## src/rtl/tx_rs_frame_seq_pkg.sv

```systemverilog
// Shared types and constants for the TX RS codeword sequencer.
// Holds the FSM state type, default code sizes, pad byte and counter width helper.
package tx_rs_seq_pkg;

  typedef enum logic [1:0] {
    IDLE  = 2'd0,
    DATA  = 2'd1,
    PAD   = 2'd2,
    CHECK = 2'd3
  } state_e;

  localparam int RS_N_DFLT = 255;
  localparam int RS_K_DFLT = 239;
  localparam int RS_NPAR   = RS_N_DFLT - RS_K_DFLT;

  localparam logic [7:0] PAD_BYTE = 8'h00;

  function automatic int cnt_w(input int n);
    return (n < 2) ? 1 : $clog2(n);
  endfunction

endpackage

```

## src/rtl/tx_rs_frame_seq_if.sv

```systemverilog
// Byte-stream bundle: upstream byte port and encoder symbol port.
// master = sequencer side, slave = the surrounding logic / bench.
interface tx_rs_frame_seq_if;
  import tx_rs_seq_pkg::*;

  logic       i_in_val;
  logic       i_in_sof;
  logic       i_in_eof;
  logic [7:0] i_in_data;
  logic       o_in_rdy;

  logic       o_enc_val;
  logic       o_enc_sop;
  logic       o_enc_eop;
  logic [7:0] o_enc_data;
  logic       i_enc_rdy;

  modport master (
    input  i_in_val, i_in_sof, i_in_eof,
    input  i_in_data, i_enc_rdy,
    output o_in_rdy, o_enc_val, o_enc_sop,
    output o_enc_eop, o_enc_data
  );

  modport slave (
    output i_in_val, i_in_sof, i_in_eof,
    output i_in_data, i_enc_rdy,
    input  o_in_rdy, o_enc_val, o_enc_sop,
    input  o_enc_eop, o_enc_data
  );

endinterface

```

## src/rtl/tx_rs_frame_seq_oreg.sv

```systemverilog
// Single-entry valid/ready output register for data/sop/eop.
// Ports: i_push loads a symbol (only when o_free), i_rdy drains it.
module tx_rs_seq_oreg
  import tx_rs_seq_pkg::*;
(
  input  logic       clk,
  input  logic       rst_n,
  input  logic       i_push,
  input  logic [7:0] i_data,
  input  logic       i_sop,
  input  logic       i_eop,
  input  logic       i_rdy,
  output logic       o_val,
  output logic       o_sop,
  output logic       o_eop,
  output logic [7:0] o_data,
  output logic       o_free
);

  logic       val_q, val_d;
  logic       sop_q, sop_d;
  logic       eop_q, eop_d;
  logic [7:0] data_q, data_d;

  assign o_free = ~val_q | i_rdy;

  always_comb begin
    val_d  = val_q;
    sop_d  = sop_q;
    eop_d  = eop_q;
    data_d = data_q;
    if (i_push) begin
      val_d  = 1'b1;
      sop_d  = i_sop;
      eop_d  = i_eop;
      data_d = i_data;
    end else if (i_rdy) begin
      val_d = 1'b0;
      sop_d = 1'b0;
      eop_d = 1'b0;
    end
  end

  always_ff @(posedge clk or negedge rst_n) begin
    if (!rst_n) begin
      val_q  <= 1'b0;
      sop_q  <= 1'b0;
      eop_q  <= 1'b0;
      data_q <= PAD_BYTE;
    end else begin
      val_q  <= val_d;
      sop_q  <= sop_d;
      eop_q  <= eop_d;
      data_q <= data_d;
    end
  end

  assign o_val  = val_q;
  assign o_sop  = sop_q;
  assign o_eop  = eop_q;
  assign o_data = data_q;

endmodule

```

## src/rtl/tx_rs_frame_seq.sv

```systemverilog
// Cuts the TX byte stream into RS_K-symbol codewords (sop/eop) with an
// RS_N-RS_K cycle parity gap after each; counts codewords, flags stray sof.
// Ports: clk/rst, i_en, bus (byte + encoder ports), o_busy, o_cw_cnt,
// o_err_sof. Macro TX_RS_PAD_EN: pad short final codewords with zeros.
module tx_rs_frame_seq
  import tx_rs_seq_pkg::*;
#(
  parameter int RS_N = RS_N_DFLT,
  parameter int RS_K = RS_N_DFLT - RS_NPAR
) (
  input  logic        i_vl_tx_clk,
  input  logic        i_vl_tx_rst_n,
  input  logic        i_en,
  tx_rs_frame_seq_if.master bus,
  output logic        o_busy,
  output logic [15:0] o_cw_cnt,
  output logic        o_err_sof
);

  localparam int CW = cnt_w(RS_N);
  localparam logic [CW-1:0] LAST = CW'(RS_K - 1);
  localparam logic [CW-1:0] PEND = CW'(RS_N - RS_K - 1);

  state_e        state_q, state_d;
  logic [CW-1:0] sym_q, sym_d;
  logic [CW-1:0] par_q, par_d;
  logic          open_q, open_d;
  logic          err_q, err_d;
  logic [15:0]   cw_q, cw_d;
  logic          run_q;

  logic       in_rdy, byte_in, push;
  logic [7:0] p_data;
  logic       p_sop, p_eop;
  logic       enc_val, enc_sop, enc_eop, enc_free;
  logic [7:0] enc_data;

  always_comb begin
    state_d = state_q;
    sym_d   = sym_q;
    par_d   = par_q;
    open_d  = open_q;
    err_d   = 1'b0;
    cw_d    = cw_q;
    in_rdy  = 1'b0;
    byte_in = 1'b0;
    push    = 1'b0;
    p_data  = bus.i_in_data;
    p_sop   = (sym_q == '0);
    p_eop   = 1'b0;
    if (enc_val && bus.i_enc_rdy && enc_eop)
      cw_d = cw_q + 16'd1;
    unique case (state_q)
      IDLE: begin
        // run_q keeps o_in_rdy low while reset is asserted
        in_rdy  = run_q & i_en & enc_free;
        byte_in = in_rdy & bus.i_in_val & bus.i_in_sof;
      end
      DATA: begin
        in_rdy  = enc_free;
        byte_in = in_rdy & bus.i_in_val;
        err_d   = byte_in & bus.i_in_sof;
      end
`ifdef TX_RS_PAD_EN
      PAD: begin
        push   = enc_free;
        p_data = PAD_BYTE;
        p_eop  = (sym_q == LAST);
        if (push) begin
          sym_d = p_eop ? '0 : sym_q + 1'b1;
          if (p_eop)
            state_d = CHECK;
        end
      end
`endif
      CHECK: begin
        // gap is counted only once the eop symbol has left
        if (!enc_val) begin
          par_d = par_q + 1'b1;
          if (par_q == PEND) begin
            par_d   = '0;
            state_d = (open_q & i_en) ? DATA : IDLE;
          end
        end
      end
      default: state_d = IDLE;
    endcase
    if (byte_in) begin
      push    = 1'b1;
      open_d  = ~bus.i_in_eof;
      p_eop   = (sym_q == LAST);
      sym_d   = sym_q + 1'b1;
      state_d = DATA;
      if (p_eop) begin
        sym_d   = '0;
        state_d = CHECK;
      end else if (bus.i_in_eof) begin
`ifdef TX_RS_PAD_EN
        state_d = PAD;
`else
        p_eop   = 1'b1;
        sym_d   = '0;
        state_d = CHECK;
`endif
      end
    end
    if (state_d == IDLE)
      open_d = 1'b0;
  end

  always_ff @(posedge i_vl_tx_clk or negedge i_vl_tx_rst_n) begin
    if (!i_vl_tx_rst_n) begin
      state_q <= IDLE;
      sym_q   <= '0;
      par_q   <= '0;
      open_q  <= 1'b0;
      err_q   <= 1'b0;
      cw_q    <= '0;
      run_q   <= 1'b0;
    end else begin
      state_q <= state_d;
      sym_q   <= sym_d;
      par_q   <= par_d;
      open_q  <= open_d;
      err_q   <= err_d;
      cw_q    <= cw_d;
      run_q   <= 1'b1;
    end
  end

  tx_rs_seq_oreg u_oreg (
    .clk    (i_vl_tx_clk),
    .rst_n  (i_vl_tx_rst_n),
    .i_push (push),
    .i_data (p_data),
    .i_sop  (p_sop),
    .i_eop  (p_eop),
    .i_rdy  (bus.i_enc_rdy),
    .o_val  (enc_val),
    .o_sop  (enc_sop),
    .o_eop  (enc_eop),
    .o_data (enc_data),
    .o_free (enc_free)
  );

  assign bus.o_in_rdy   = in_rdy;
  assign bus.o_enc_val  = enc_val;
  assign bus.o_enc_sop  = enc_sop;
  assign bus.o_enc_eop  = enc_eop;
  assign bus.o_enc_data = enc_data;
  assign o_busy         = (state_q != IDLE);
  assign o_cw_cnt       = cw_q;
  assign o_err_sof      = err_q;

endmodule

```

## src/flat_wrapper.sv

```systemverilog
// flat-port wrapper written by rule: the top's interface ports become plain ports
module tx_rs_frame_seq_flat import tx_rs_seq_pkg::*;
#(
  parameter int RS_N = RS_N_DFLT,
  parameter int RS_K = RS_N_DFLT - RS_NPAR
)
  (i_vl_tx_clk, i_vl_tx_rst_n, i_en, o_busy, o_cw_cnt, o_err_sof, bus_i_in_val, bus_i_in_sof, bus_i_in_eof, bus_i_in_data, bus_i_enc_rdy, bus_o_in_rdy, bus_o_enc_val, bus_o_enc_sop, bus_o_enc_eop, bus_o_enc_data);
  tx_rs_frame_seq_if bus_i ();
  input  logic i_vl_tx_clk;
  input  logic i_vl_tx_rst_n;
  input  logic i_en;
  output logic o_busy;
  output logic [15:0] o_cw_cnt;
  output logic o_err_sof;
  input wire logic [$bits(bus_i.i_in_val)-1:0] bus_i_in_val;
  input wire logic [$bits(bus_i.i_in_sof)-1:0] bus_i_in_sof;
  input wire logic [$bits(bus_i.i_in_eof)-1:0] bus_i_in_eof;
  input wire logic [$bits(bus_i.i_in_data)-1:0] bus_i_in_data;
  input wire logic [$bits(bus_i.i_enc_rdy)-1:0] bus_i_enc_rdy;
  output wire logic [$bits(bus_i.o_in_rdy)-1:0] bus_o_in_rdy;
  output wire logic [$bits(bus_i.o_enc_val)-1:0] bus_o_enc_val;
  output wire logic [$bits(bus_i.o_enc_sop)-1:0] bus_o_enc_sop;
  output wire logic [$bits(bus_i.o_enc_eop)-1:0] bus_o_enc_eop;
  output wire logic [$bits(bus_i.o_enc_data)-1:0] bus_o_enc_data;
  assign bus_i.i_in_val = bus_i_in_val;
  assign bus_i.i_in_sof = bus_i_in_sof;
  assign bus_i.i_in_eof = bus_i_in_eof;
  assign bus_i.i_in_data = bus_i_in_data;
  assign bus_i.i_enc_rdy = bus_i_enc_rdy;
  assign bus_o_in_rdy = bus_i.o_in_rdy;
  assign bus_o_enc_val = bus_i.o_enc_val;
  assign bus_o_enc_sop = bus_i.o_enc_sop;
  assign bus_o_enc_eop = bus_i.o_enc_eop;
  assign bus_o_enc_data = bus_i.o_enc_data;
  tx_rs_frame_seq #(.RS_N(RS_N), .RS_K(RS_K)) u_core (.i_vl_tx_clk(i_vl_tx_clk), .i_vl_tx_rst_n(i_vl_tx_rst_n), .i_en(i_en), .bus(bus_i), .o_busy(o_busy), .o_cw_cnt(o_cw_cnt), .o_err_sof(o_err_sof));
endmodule
```

## config.mk

```make
export PLATFORM = sky130hd
export DESIGN_NAME = tx_rs_frame_seq_flat
export DESIGN_NICKNAME = d
export VERILOG_FILES = /design/src/rtl/tx_rs_frame_seq_pkg.sv /design/src/rtl/tx_rs_frame_seq_if.sv /design/src/rtl/tx_rs_frame_seq_oreg.sv /design/src/rtl/tx_rs_frame_seq.sv /design/src/flat_wrapper.sv
export SDC_FILE = /design/constraint.sdc
export NUM_CORES = 1
export LEC_CHECK = 0
export ABC_AREA = 1
export CAP_MARGIN = 0
export CORE_MARGIN = 5
export CORE_UTILIZATION = 52
export CTS_CLUSTER_DIAMETER = 80
export DETAILED_ROUTE_END_ITERATION = 10
export PLACE_DENSITY = 0.79
export SLEW_MARGIN = 25
export SYNTH_ARGS = -nofsm -noshare
export SYNTH_HDL_FRONTEND = slang
export SYNTH_SLANG_ARGS = --single-unit
```

## constraint.sdc

```tcl
create_clock -name i_vl_tx_clk -period 1.62 [get_ports i_vl_tx_clk]
set_input_delay 0.324 -clock i_vl_tx_clk [delete_from_list [all_inputs] [get_ports i_vl_tx_clk]]
set_output_delay 0.324 -clock i_vl_tx_clk [all_outputs]
set_load 0.05 [all_outputs]
```

# After elaboration in Yosys (flattened, before gate mapping)
# Index checks and enable logic that the tools add are counted.
# totals
latchBits	0
elab_cells	61
n_memories	0
ram_bits	0
ff_bits	48
in_bits	15
rom_bits	0
# op_classes
eq_ne	4
mux	23
multipliers	0
add_sub_neg	3
n_div	0
n_shift	0
n_bitwise	10
reduce_logical	10
n_lt_le_gt_ge	0
# ops
cell	n
8-bit two-way mux	3
16-bit by 1-bit adder with 16-bit output (second input constant)	1
8-bit by 1-bit adder with 8-bit output (second input constant)	2
1-bit two-way mux	12
2-bit two-way mux	5
8-bit by 4-bit == test with 1-bit output (second input constant)	1
8-bit == test (second input constant)	1
8-bit logical NOT	1
1-bit AND	7
2-bit nonzero test	3
2-bit logical NOT	2
1-bit one-hot mux with 2 select lines	2
2-bit one-hot mux with 2 select lines	1
2-bit by 1-bit == test with 1-bit output (second input constant)	1
2-bit == test (second input constant)	1
1-bit logical AND	2
1-bit NOT	2
2-bit AND reduction	1
2-bit OR reduction	1
1-bit OR	1

# Depth between registers and ports, before layout
# Gate-level depths: netlist (run 1).
# depth
ltp_word	9
ltp_mapped	8
mapped_depth_nobuf	8

# Cells and area by module
# A second synthesis (run 1) with hierarchy kept.
# unflattened
hier_cells	310
hier_area_um2	2474.9
# modules_own_cells
mod	n_inst	area_per_inst_um2	cells_per_inst
tx_rs_frame_seq	1	2053.2	263
tx_rs_seq_oreg	1	421.7	47

# Worst setup path before layout (run 1)
# No wires, ideal clock.
# synth_timing
path_kind	reg-to-output
startpoint	register u_core.u_oreg.val_q, in the netlist u_core.u_oreg.o_val
endpoint	output port bus_o_in_rdy
arrival_ps	1932
path_stages_with_launch	4
path_slack_ps	-636
cell_sequence	dfrtp_1 > inv_2 > nor2_4 > nor3_1
# synth_via
elab_chain_cells	4
# synth_lines
element	line_no	source
from (decl)	tx_rs_frame_seq_oreg.sv:20	logic val_q, val_d;
from (signal assigned)	tx_rs_frame_seq_oreg.sv:51	val_q <= val_d;
1-bit NOT (no line) (*)	n/a	
1-bit OR (*)	tx_rs_frame_seq_oreg.sv:25	assign o_free = ~val_q | i_rdy;
1-bit AND	tx_rs_frame_seq.sv:56	in_rdy = run_q & i_en & enc_free;
1-bit one-hot mux with 2 select lines (*)	tx_rs_frame_seq.sv:53	unique case (state_q)
to (decl)	flat_wrapper.sv:20	output wire logic [$bits(bus_i.o_in_rdy)-1:0] bus_o_in_rdy;
# Every way passes the cells marked *; elsewhere a longest branch is shown, timed or not.

# Final worst setup path (run 1)
# layout_timing
startpoint	register u_core.state_q[1]
endpoint	output port o_busy
# layout_via
elab_chain_cells	1
# layout_lines
element	line_no	source
from (decl)	tx_rs_frame_seq.sv:24	state_e state_q, state_d;
from (signal assigned)	tx_rs_frame_seq.sv:121	state_q <= state_d;
2-bit nonzero test	tx_rs_frame_seq.sv:151	assign o_busy = (state_q != IDLE);
to (decl)	flat_wrapper.sv:12	output logic o_busy;
# No other way between the ends.

==> impl_metrics.csv, run 1 <==
group,metric,value,unit
worst_setup_path,r2r-start,"u_core.sym_q[2]",
global_route,grt-ovfl-total,0,
logic_synthesis,yosysSeqAreaShare,48.0,%
floorplan,die_h,79.4,um
global_route,grt_use_total,18.3,%
power,leakage,1.67,nW
place,hpwlAfterDp,3.92,mm
cts,numCtsBuffers,5,
logic_synthesis,syn-num-nets,330,
floorplan,num_io_pins,45,
place,dp_worst_setup_slack,-0.154,ns
worst_setup_path,cpMaxStageDelayCell,"dfrtp_2",
logic_synthesis,ys_ff_latch,48,
sta,setup_viol,0,
routing,vias_per_cell,5.04,
worst_setup_path,path_cells,"or2_2 -> buf_4",
routing,drt_iter0_markers,106,
power,power_density,1470,nW/um2
cells_and_area,layout-drive-gt1-share,19.6,%
worst_setup_path,cp-start-kind,"flop",
routing,drt_wl_total,5.18,mm
routing,avgRoutedWirePerCell,12.2,um
sta,hold_viol,0,
worst_setup_path,path_buf_inv,1,
sta,setup_ws,0.0532,ns
cells_and_area,most-common-layout-cells,"nand2_1, dfrtp_1, inv_1, nor2_1, buf_4",
floorplan,die_w,79.4,um
worst_setup_path,cp-startpoint,"u_core.state_q[1]",
sta,maxSlewViolCount,0,
place,dpl-instance-area,3230,um2
sta,timing.hold.ws,0.453,ns
run_status,status,"completed",
power,ir_drop,0.951,mV
worst_setup_path,path_class,"reg -> out",
routing,ant_nets,0,
place,io_buffers,44,
cells_and_area,finalInstanceArea,3340,um2
cts,clk_path_buf_depth,2,
job,maxCapViolCount,0,
cells_and_area,final_common_cell,"nand2_1",
sta,grt_setup_unrepaired,"false",
hold_path,hold_path.class,"in -> async",
floorplan,start_util,53.3,%
power,total_power,4.92,mW
cts,htree_levels,2,
logic_synthesis,avgSynthCellArea,8.07,um2
worst_setup_path,cp-end-kind,"output pin",
cells_and_area,final_nets,391,
place,gp_congestion,0.838,
cts,clk_pin_slew,0.09,ns
cells_and_area,insertedDiodeCount,0,
cells_and_area,fillers,378,
global_route,grt_pass1_wl,9.15,mm
floorplan,dieArea,6300,um2
logic_synthesis,synth_cell_types,30,
worst_setup_path,path_delay_family,"flip-flops",
sta,min_period,1.57,ns
global_route,grt_max_degree,34,
logic_synthesis,syn_inst,310,
routing,vias,2145,
cts,cts_root_buf,"clkbuf_8",
worst_setup_path,crit_path_max_incr_delay,0.45,ns
sta,fin_crit_sh,96.7,%
routing,firstDrtPassIters,4,
cts,clk_latency,0.30,ns
sta,maxClockFrequency,0.638,GHz
sta,finalSetupTns,0,ns
sta,skew,0.0104,ns
cts,clock_sinks,48,
global_route,grt_antenna_before_repair,0,
logic_synthesis,synth-warning-count,0,
floorplan,coreArea,4690,um2
worst_setup_path,required,1.30,ns
worst_setup_path,arrival,1.24,ns
routing,drc,0,
global_route,grt_pass1_vias,2084,
worst_setup_path,cp_max_fo,4,
cts,cts_tree,"done",
floorplan,rows,25,
cells_and_area,area_growth_syn_to_layout,33.6,%
logic_synthesis,netlist_area,2500,um2
-- power by group --
group          switching, mW  total (mW)  internal [mW]  leakage, nW
Combinational           1.46        2.38          0.922         1.01
Clock                  0.411       0.717          0.307       0.0445
Sequential             0.303        1.82           1.52        0.621
Total                   2.17        4.92           2.74         1.67
-- state kept, by name, indices dropped and copies added (netlist names) --
| register | count |
|---|---|
| u_core.o_cw_cnt | 16 |
| u_core.par_q | 8 |
| u_core.sym_q | 8 |
| u_core.u_oreg.o_data | 8 |
| u_core.state_q | 2 |
| u_core.o_err_sof | 1 |
| u_core.open_q | 1 |
| u_core.run_q | 1 |
| u_core.u_oreg.o_eop | 1 |
| u_core.u_oreg.o_sop | 1 |
| u_core.u_oreg.o_val | 1 |
-- Yosys cell counts, drive strengths merged --
cell type / count / area, um2
a21oi: 5 / 25.0
a22o: 1 / 8.76
buf: 4 / 31.3
clkinv: 1 / 5.00
conb: 1 / 3.75
dfrtp: 48 / 1200
ha: 5 / 62.6
inv: 38 / 143
nand2: 100 / 388
nand3: 22 / 135
nand3b: 1 / 7.51
nand4: 13 / 81.3
nor2: 39 / 179
nor3: 5 / 25.0
o21ai: 11 / 70.1
o21bai: 1 / 7.51
or2: 1 / 6.26
xnor2: 5 / 43.8
xor2: 9 / 78.8
-- what timing repair did --
item	CTS	global route
pin swaps	0	1
endpoints found under the hold margin	15	0
hold buffers	1	0
gates cloned	0	0
endpoints found under the setup margin	1	2
buffers inserted	1	0
gates resized for setup	1	4
-- cells by family (layout without fill, tap and decap cells) --
logic type,Yosys count,in the layout,synth area share (%)
AND/OR/NAND/NOR,181,181,32.9
flip-flops,48,48,48.0
buffers and inverters,43,105,7.15
AO/OA/AOI/OAI,18,18,4.45
XOR/XNOR,14,14,4.90
adder cells (fa/ha/maj),5,5,2.50
other,1,1,0.150
-- per-layer routing --
layer / routed length [um] / GRT usage (%)
met1: 2300 / 22.6
met2: 2640 / 32.0
met3: 177 / 3.39
met4: 70 / 6.53
met5: 0 / 0
-- final timing paths --
kind | end | slack (ns) | cells after the start
setup / recovery | o_busy | 0.05 | 2
hold / removal | u_core.par_q[7] | 0.45 | 2
setup reg to reg | u_core.sym_q[6] | 0.18 | 7
hold reg to reg | u_core.u_oreg.o_data[7] | 0.49 | 2
max in group asynchronous | u_core.state_q[0] | 0.67 | 3
min in group i_vl_tx_clk | u_core.u_oreg.o_data[7] | 0.49 | 2
-- per-stage QoR --
| step | instances | utilization (%) |
|---|---|---|
| after floorplan | 310 | - |
| after global placement | 416 | 68.8 |
| after detailed placement | 416 | 68.8 |
| after CTS | 426 | 71.0 |
| after global routing | 426 | 71.2 |
| final | 426 | 71.2 |
-- cell type report --
cell class,instances,area (um2),share of cell area [%]
multi-input combinational,219,1140,34.0
clock buffer,5,68.8,2.06
inverter,39,148,4.42
tap,54,67.6,2.02
timing repair buffer,58,694,20.8
clock inverter,3,21.3,0.636
sequential,48,1200,36.1
No activity file was read; power rests on OpenSTA's default activity.
==> run 2, diff against run 1 <==
REMOVE_ABC_BUFFERS = 1   (was unset)
==> impl_metrics.csv, run 2 (synthesized netlist as in run 1, its figures left out) <==
group,metric,value,unit
worst_setup_path,cp_max_fo,6,
place,dpl-instance-area,3260,um2
global_route,grt-ovfl-total,0,
routing,ant_nets,0,
worst_setup_path,path_class,"reg -> out",
cells_and_area,fin_util,72.9,%
cells_and_area,multi_input_area,1130,um2
routing,firstDrtPassIters,4,
routing,drc,0,
floorplan,rows,25,
worst_setup_path,arrival,1.23,ns
worst_setup_path,cp-start-kind,"flop",
floorplan,coreArea,4690,um2
cts,clk_latency,0.30,ns
worst_setup_path,ff2ff_path_depth,7,
floorplan,die_h,79.4,um
sta,maxSlewViolCount,0,
routing,drt_wl_total,5.42,mm
global_route,grt_max_degree,49,
global_route,use_met1,22.9,%
sta,maxClockFrequency,0.642,GHz
routing,vias_per_cell,5.07,
global_route,met3_usage,4.40,%
floorplan,die_w,79.4,um
power,ir_drop,0.775,mV
cells_and_area,final_common_cell,"nand2_1",
cts,clock_sinks,48,
global_route,gr-max-usage-layer,"met2",
cts,clk_path_buf_depth,2,
worst_setup_path,cp-end-kind,"output pin",
sta,timing.hold.ws,0.486,ns
cells_and_area,most-common-layout-cells,"nand2_1, dfrtp_1, inv_1, nor2_1, buf_4",
sta,setup_viol,0,
cts,numCtsBuffers,5,
sta,fin_crit_sh,96.1,%
cells_and_area,layout-drive-gt1-share,20.4,%
place,io_buffers,44,
floorplan,start_util,53.3,%
floorplan,num_io_pins,45,
cts,cts_root_buf,"clkbuf_8",
cells_and_area,largest_reg_flops,16,
cts,htree_levels,2,
sta,skew,0.00800,ns
hold_path,hold_path.class,"reg -> reg",
cells_and_area,regArea,1200,um2
global_route,grt_pass1_wl,9.69,mm
global_route,grt_pass1_vias,2234,
routing,avgRoutedWirePerCell,12.6,um
run_status,status,"completed",
sta,grt_setup_unrepaired,"false",
power,leakage,1.72,nW
sta,hold_viol,0,
cells_and_area,area_growth_syn_to_layout,36.7,%
global_route,met2_usage,34.3,%
sta,min_period,1.56,ns
job,maxCapViolCount,0,
hold_path,hold_depth,2,
global_route,grt_use_total,19.3,%
worst_setup_path,required,1.30,ns
place,gp_congestion,0.790,
cts,clk_pin_slew,0.09,ns
routing,vias,2189,
routing,drt_iter0_markers,76,
power,total_power,5.27,mW
floorplan,dieArea,6300,um2
cells_and_area,final_cells,432,
cts,cts_tree,"done",
global_route,grt_antenna_before_repair,0,
cells_and_area,insertedDiodeCount,0,
cells_and_area,fillers,350,
place,placedCellCount,422,
cells_and_area,final_nets,398,
place,hpwlAfterDp,4.05,mm
cells_and_area,finalInstanceArea,3420,um2
power,power_density,1540,nW/um2
## run 2: cell count changes in the layout (fill, tap and decap cells not counted), sizes merged
cell | previous run | this run
dlygate4sd2 | 1 | 2
inv | 39 | 38
clkinv | 2 | 1
buf | 44 | 51
clkinvlp | 1 | 0
dlymetal6s2s | 1 | 0
bufinv | 0 | 2
## run 2: critical path: stages, from the launching register on
cell and delay, ns:
dfrtp_2 0.46, or2_2 0.28, buf_4 0.19
## run 2: metal layers
metal | vias to the layer above | routed length [um] | share of wire [%]
met5 | - | 0 | 0
met4 | 0 | 110 | 2.0
met3 | 12 | 202 | 3.7
met2 | 47 | 2780 | 51
met1 | 1026 | 2320 | 43
li1 | 1104 | - | -
## run 2: timing repair
action                                 in CTS  in global routing
hold buffers                                1                  0
setup endpoints to repair                   1                  1
pin swaps                                   0                  1
setup buffers                               2                  0
endpoints found under the hold margin      10                  0
gates resized for setup                     2                  3
## run 2: path summary, 6_finish.rpt
path / from / endpoint / slack, ns
max: u_core.state_q[0] / o_busy / 0.06
min: u_core.u_oreg.o_data[5] / u_core.u_oreg.o_data[5] / 0.49
max reg2reg: u_core.sym_q[0] / u_core.sym_q[7] / 0.22
min reg2reg: u_core.u_oreg.o_data[5] / u_core.u_oreg.o_data[5] / 0.49
max in group asynchronous: i_vl_tx_rst_n / u_core.state_q[0] / 0.87
min in group asynchronous: i_vl_tx_rst_n / u_core.par_q[1] / 0.52
## run 2: layout make-up
class	instances	share of cell area [%]
clock buffer	5	2.01
tap	54	1.98
clock inverter	2	1.76
inverter	39	4.32
sequential	48	35.1
multi-input combinational	219	33.1
timing repair buffer	65	21.7
## run 2: power by group
part           switching, mW  total, mW  internal (mW)
combinational           1.50       2.48          0.985
clock                  0.394       1.00          0.607
sequential             0.276       1.79           1.51
## run 2: metrics by stage
stage,setup WS (ns),TNS (ns)
2_1_floorplan,-0.636,-0.684
3_3_place_gp,-0.143,-1.97
3_5_place_dp,-0.165,-2.92
4_1_cts,0.0202,0
5_1_grt,0.0139,0
6_report,0.0629,0
==> run 3, diff against run 2 <==
CELL_PAD_IN_SITES_DETAIL_PLACEMENT = 1   (was unset)
CELL_PAD_IN_SITES_GLOBAL_PLACEMENT = 2   (was unset)
CORE_UTILIZATION = 30   (was 52)
PLACE_DENSITY = unset   (was 0.79)
PLACE_DENSITY_LB_ADDON = 0.1   (was unset)
==> impl_metrics.csv, run 3 (synthesized netlist as in run 1, its figures left out) <==
group,metric,value,unit
cts,htree_levels,2,
worst_setup_path,arrival,1.24,ns
routing,vias_per_cell,4.48,
power,power.internal,2.82,mW
global_route,grt_antenna_before_repair,0,
sta,maxClockFrequency,0.641,GHz
power,leakage,1.72,nW
place,hpwlAfterDp,4.76,mm
worst_setup_path,cp-start-kind,"flop",
cells_and_area,final_common_cell,"nand2_1",
cts,clk_pin_slew,0.09,ns
floorplan,coreArea,8180,um2
cells_and_area,final_nets,402,
cts,cts_root_buf,"clkbuf_8",
cts,numCtsBuffers,5,
sta,min_period,1.56,ns
cts,clock_sinks,48,
routing,drc,0,
cells_and_area,area_growth_syn_to_layout,39.2,%
run_status,status,"finished with violations",
floorplan,num_io_pins,45,
power,seqPwrFrac,35.3,%
global_route,grt-ovfl-total,0,
worst_setup_path,path_cells,"or2_2 -> buf_4",
place,io_buffers,44,
floorplan,die_h,101,um
floorplan,dieArea,10300,um2
power,p_comb_share,50.8,%
routing,firstDrtPassIters,4,
cells_and_area,layout-drive-gt1-share,20.9,%
sta,timing.hold.ws,-0.00142,ns
cts,cts_tree,"done",
sta,skew,0.0120,ns
worst_setup_path,path_buf_inv,1,
cells_and_area,fillers,999,
global_route,grt_use_total,12.6,%
cts,clk_path_buf_depth,2,
cells_and_area,most-common-layout-cells,"nand2_1, dfrtp_1, inv_1, buf_4, nor2_1",
floorplan,rows,33,
power,switching_share,43.7,%
run_status,violations,"hold timing",
routing,avgRoutedWirePerCell,12.6,um
worst_setup_path,path_delay_family,"flip-flops",
sta,hold_viol,3,
global_route,grt_pass1_wl,10.3,mm
global_route,grt_pass1_vias,2216,
power,ir_drop,0.438,mV
sta,setup_viol,0,
power,netSwitchingPower,2.19,mW
cts,clk_latency,0.30,ns
worst_setup_path,cp_max_fo,6,
cells_and_area,insertedDiodeCount,0,
hold_path,hold_path.class,"in -> async",
sta,finalSetupTns,0,ns
sta,grt_setup_unrepaired,"false",
routing,drt_iter0_markers,35,
floorplan,die_w,101,um
floorplan,start_util,30.6,%
sta,fin_crit_sh,96.3,%
cells_and_area,largest_reg_flops,16,
worst_setup_path,cpMaxStageDelayCell,"dfrtp_1",
power,power_density,1440,nW/um2
worst_setup_path,path_class,"reg -> out",
routing,drt_wl_total,6.15,mm
place,gp_congestion,0.797,
power,power_frac_clock,13.9,%
worst_setup_path,required,1.30,ns
routing,ant_nets,0,
global_route,grt_max_degree,49,
job,maxCapViolCount,0,
sta,maxSlewViolCount,0,
cells_and_area,fin_util,42.6,%
worst_setup_path,cp-end-kind,"output pin",
routing,vias,2181,
worst_setup_path,crit_path_max_incr_delay,0.45,ns
==> run 3: changes by cell type in the layout (fill, tap and decap cells not counted), sizes merged <==
cell         before  now
bufinv            2    0
dlygate4sd3       1    0
clkinv            1    2
clkbuf            5    6
buf              51   56
==> run 3: area by class of cell <==
class	instances	area [um2]	share of cell area [%]
flip-flops and latches	48	1200	34.5
clock inverters	1	5.00	0.144
repair buffers	69	796	22.8
inverters	39	148	4.24
multi-input cells	219	1130	32.5
clock buffers	6	72.6	2.08
well taps	105	131	3.77
==> run 3: worst paths after layout <==
kind / from / to / slack, ns / cells past startpoint
worst max register to register: u_core.sym_q[0] / u_core.sym_q[6] / 0.19 / 7
worst max-delay path: u_core.state_q[0] / o_busy / 0.06 / 2
min in group i_vl_tx_clk: u_core.u_oreg.o_data[2] / u_core.u_oreg.o_data[2] / 0.49 / 2
worst min-delay path: i_vl_tx_rst_n / u_core.par_q[5] / -0.001 / 2
max in group asynchronous: i_vl_tx_rst_n / u_core.o_cw_cnt[8] / 1.39 / 2
worst min register to register: u_core.u_oreg.o_data[2] / u_core.u_oreg.o_data[2] / 0.49 / 2
==> run 3: through the flow <==
step / setup slack (ns) / cell area (um2) / total power, mW / instances
floorplan: -0.636 / 2470 / 3.25 / 306
detailed placement: -0.127 / 3390 / 4.32 / 478
global placement: -0.105 / 3390 / 4.29 / 478
CTS: 0.00898 / 3470 / 5.07 / 485
finish: 0.0602 / 3480 / 5.00 / 487
global route: 0.00955 / 3480 / 5.38 / 487
==> run 3: metal layers <==
metal  vias to the layer above  wire length (um)  track usage [%]
met2                        18              3130             22.1
li1                       1114                 -                -
met4                         0                74             3.68
met5                         -                 0                0
met1                      1043              2810             15.9
met3                         6               135             2.13
==> run 3: worst reg2reg max path: cells and delay by family (launching register included) <==
kind,cells,cell delay [ns]
simple gates,5,0.60
flops,1,0.44
fa+ha+maj,1,0.20
buf+inv,1,0.11
==> run 3: what timing repair did <==
item,in CTS,in global routing
setup buffers,1,2
pin swaps,0,1
setup endpoints to repair,1,1
hold endpoints to repair,0,0
cloned,0,0
hold buffers,0,0
gates resized for setup,4,0
==> run 3: power groups by stage <==
| stage | Clock [mW] | Combinational [mW] | Sequential, mW |
|---|---|---|---|
| 6_report | 0.696 | 2.54 | 1.77 |
| 5_1_grt | 0.780 | 2.78 | 1.82 |
| 4_1_cts | 0.734 | 2.56 | 1.78 |
| 3_5_place_dp | 0 | 2.52 | 1.80 |
| 3_3_place_gp | 0 | 2.49 | 1.80 |
| 2_1_floorplan | 0 | 0.885 | 2.36 |
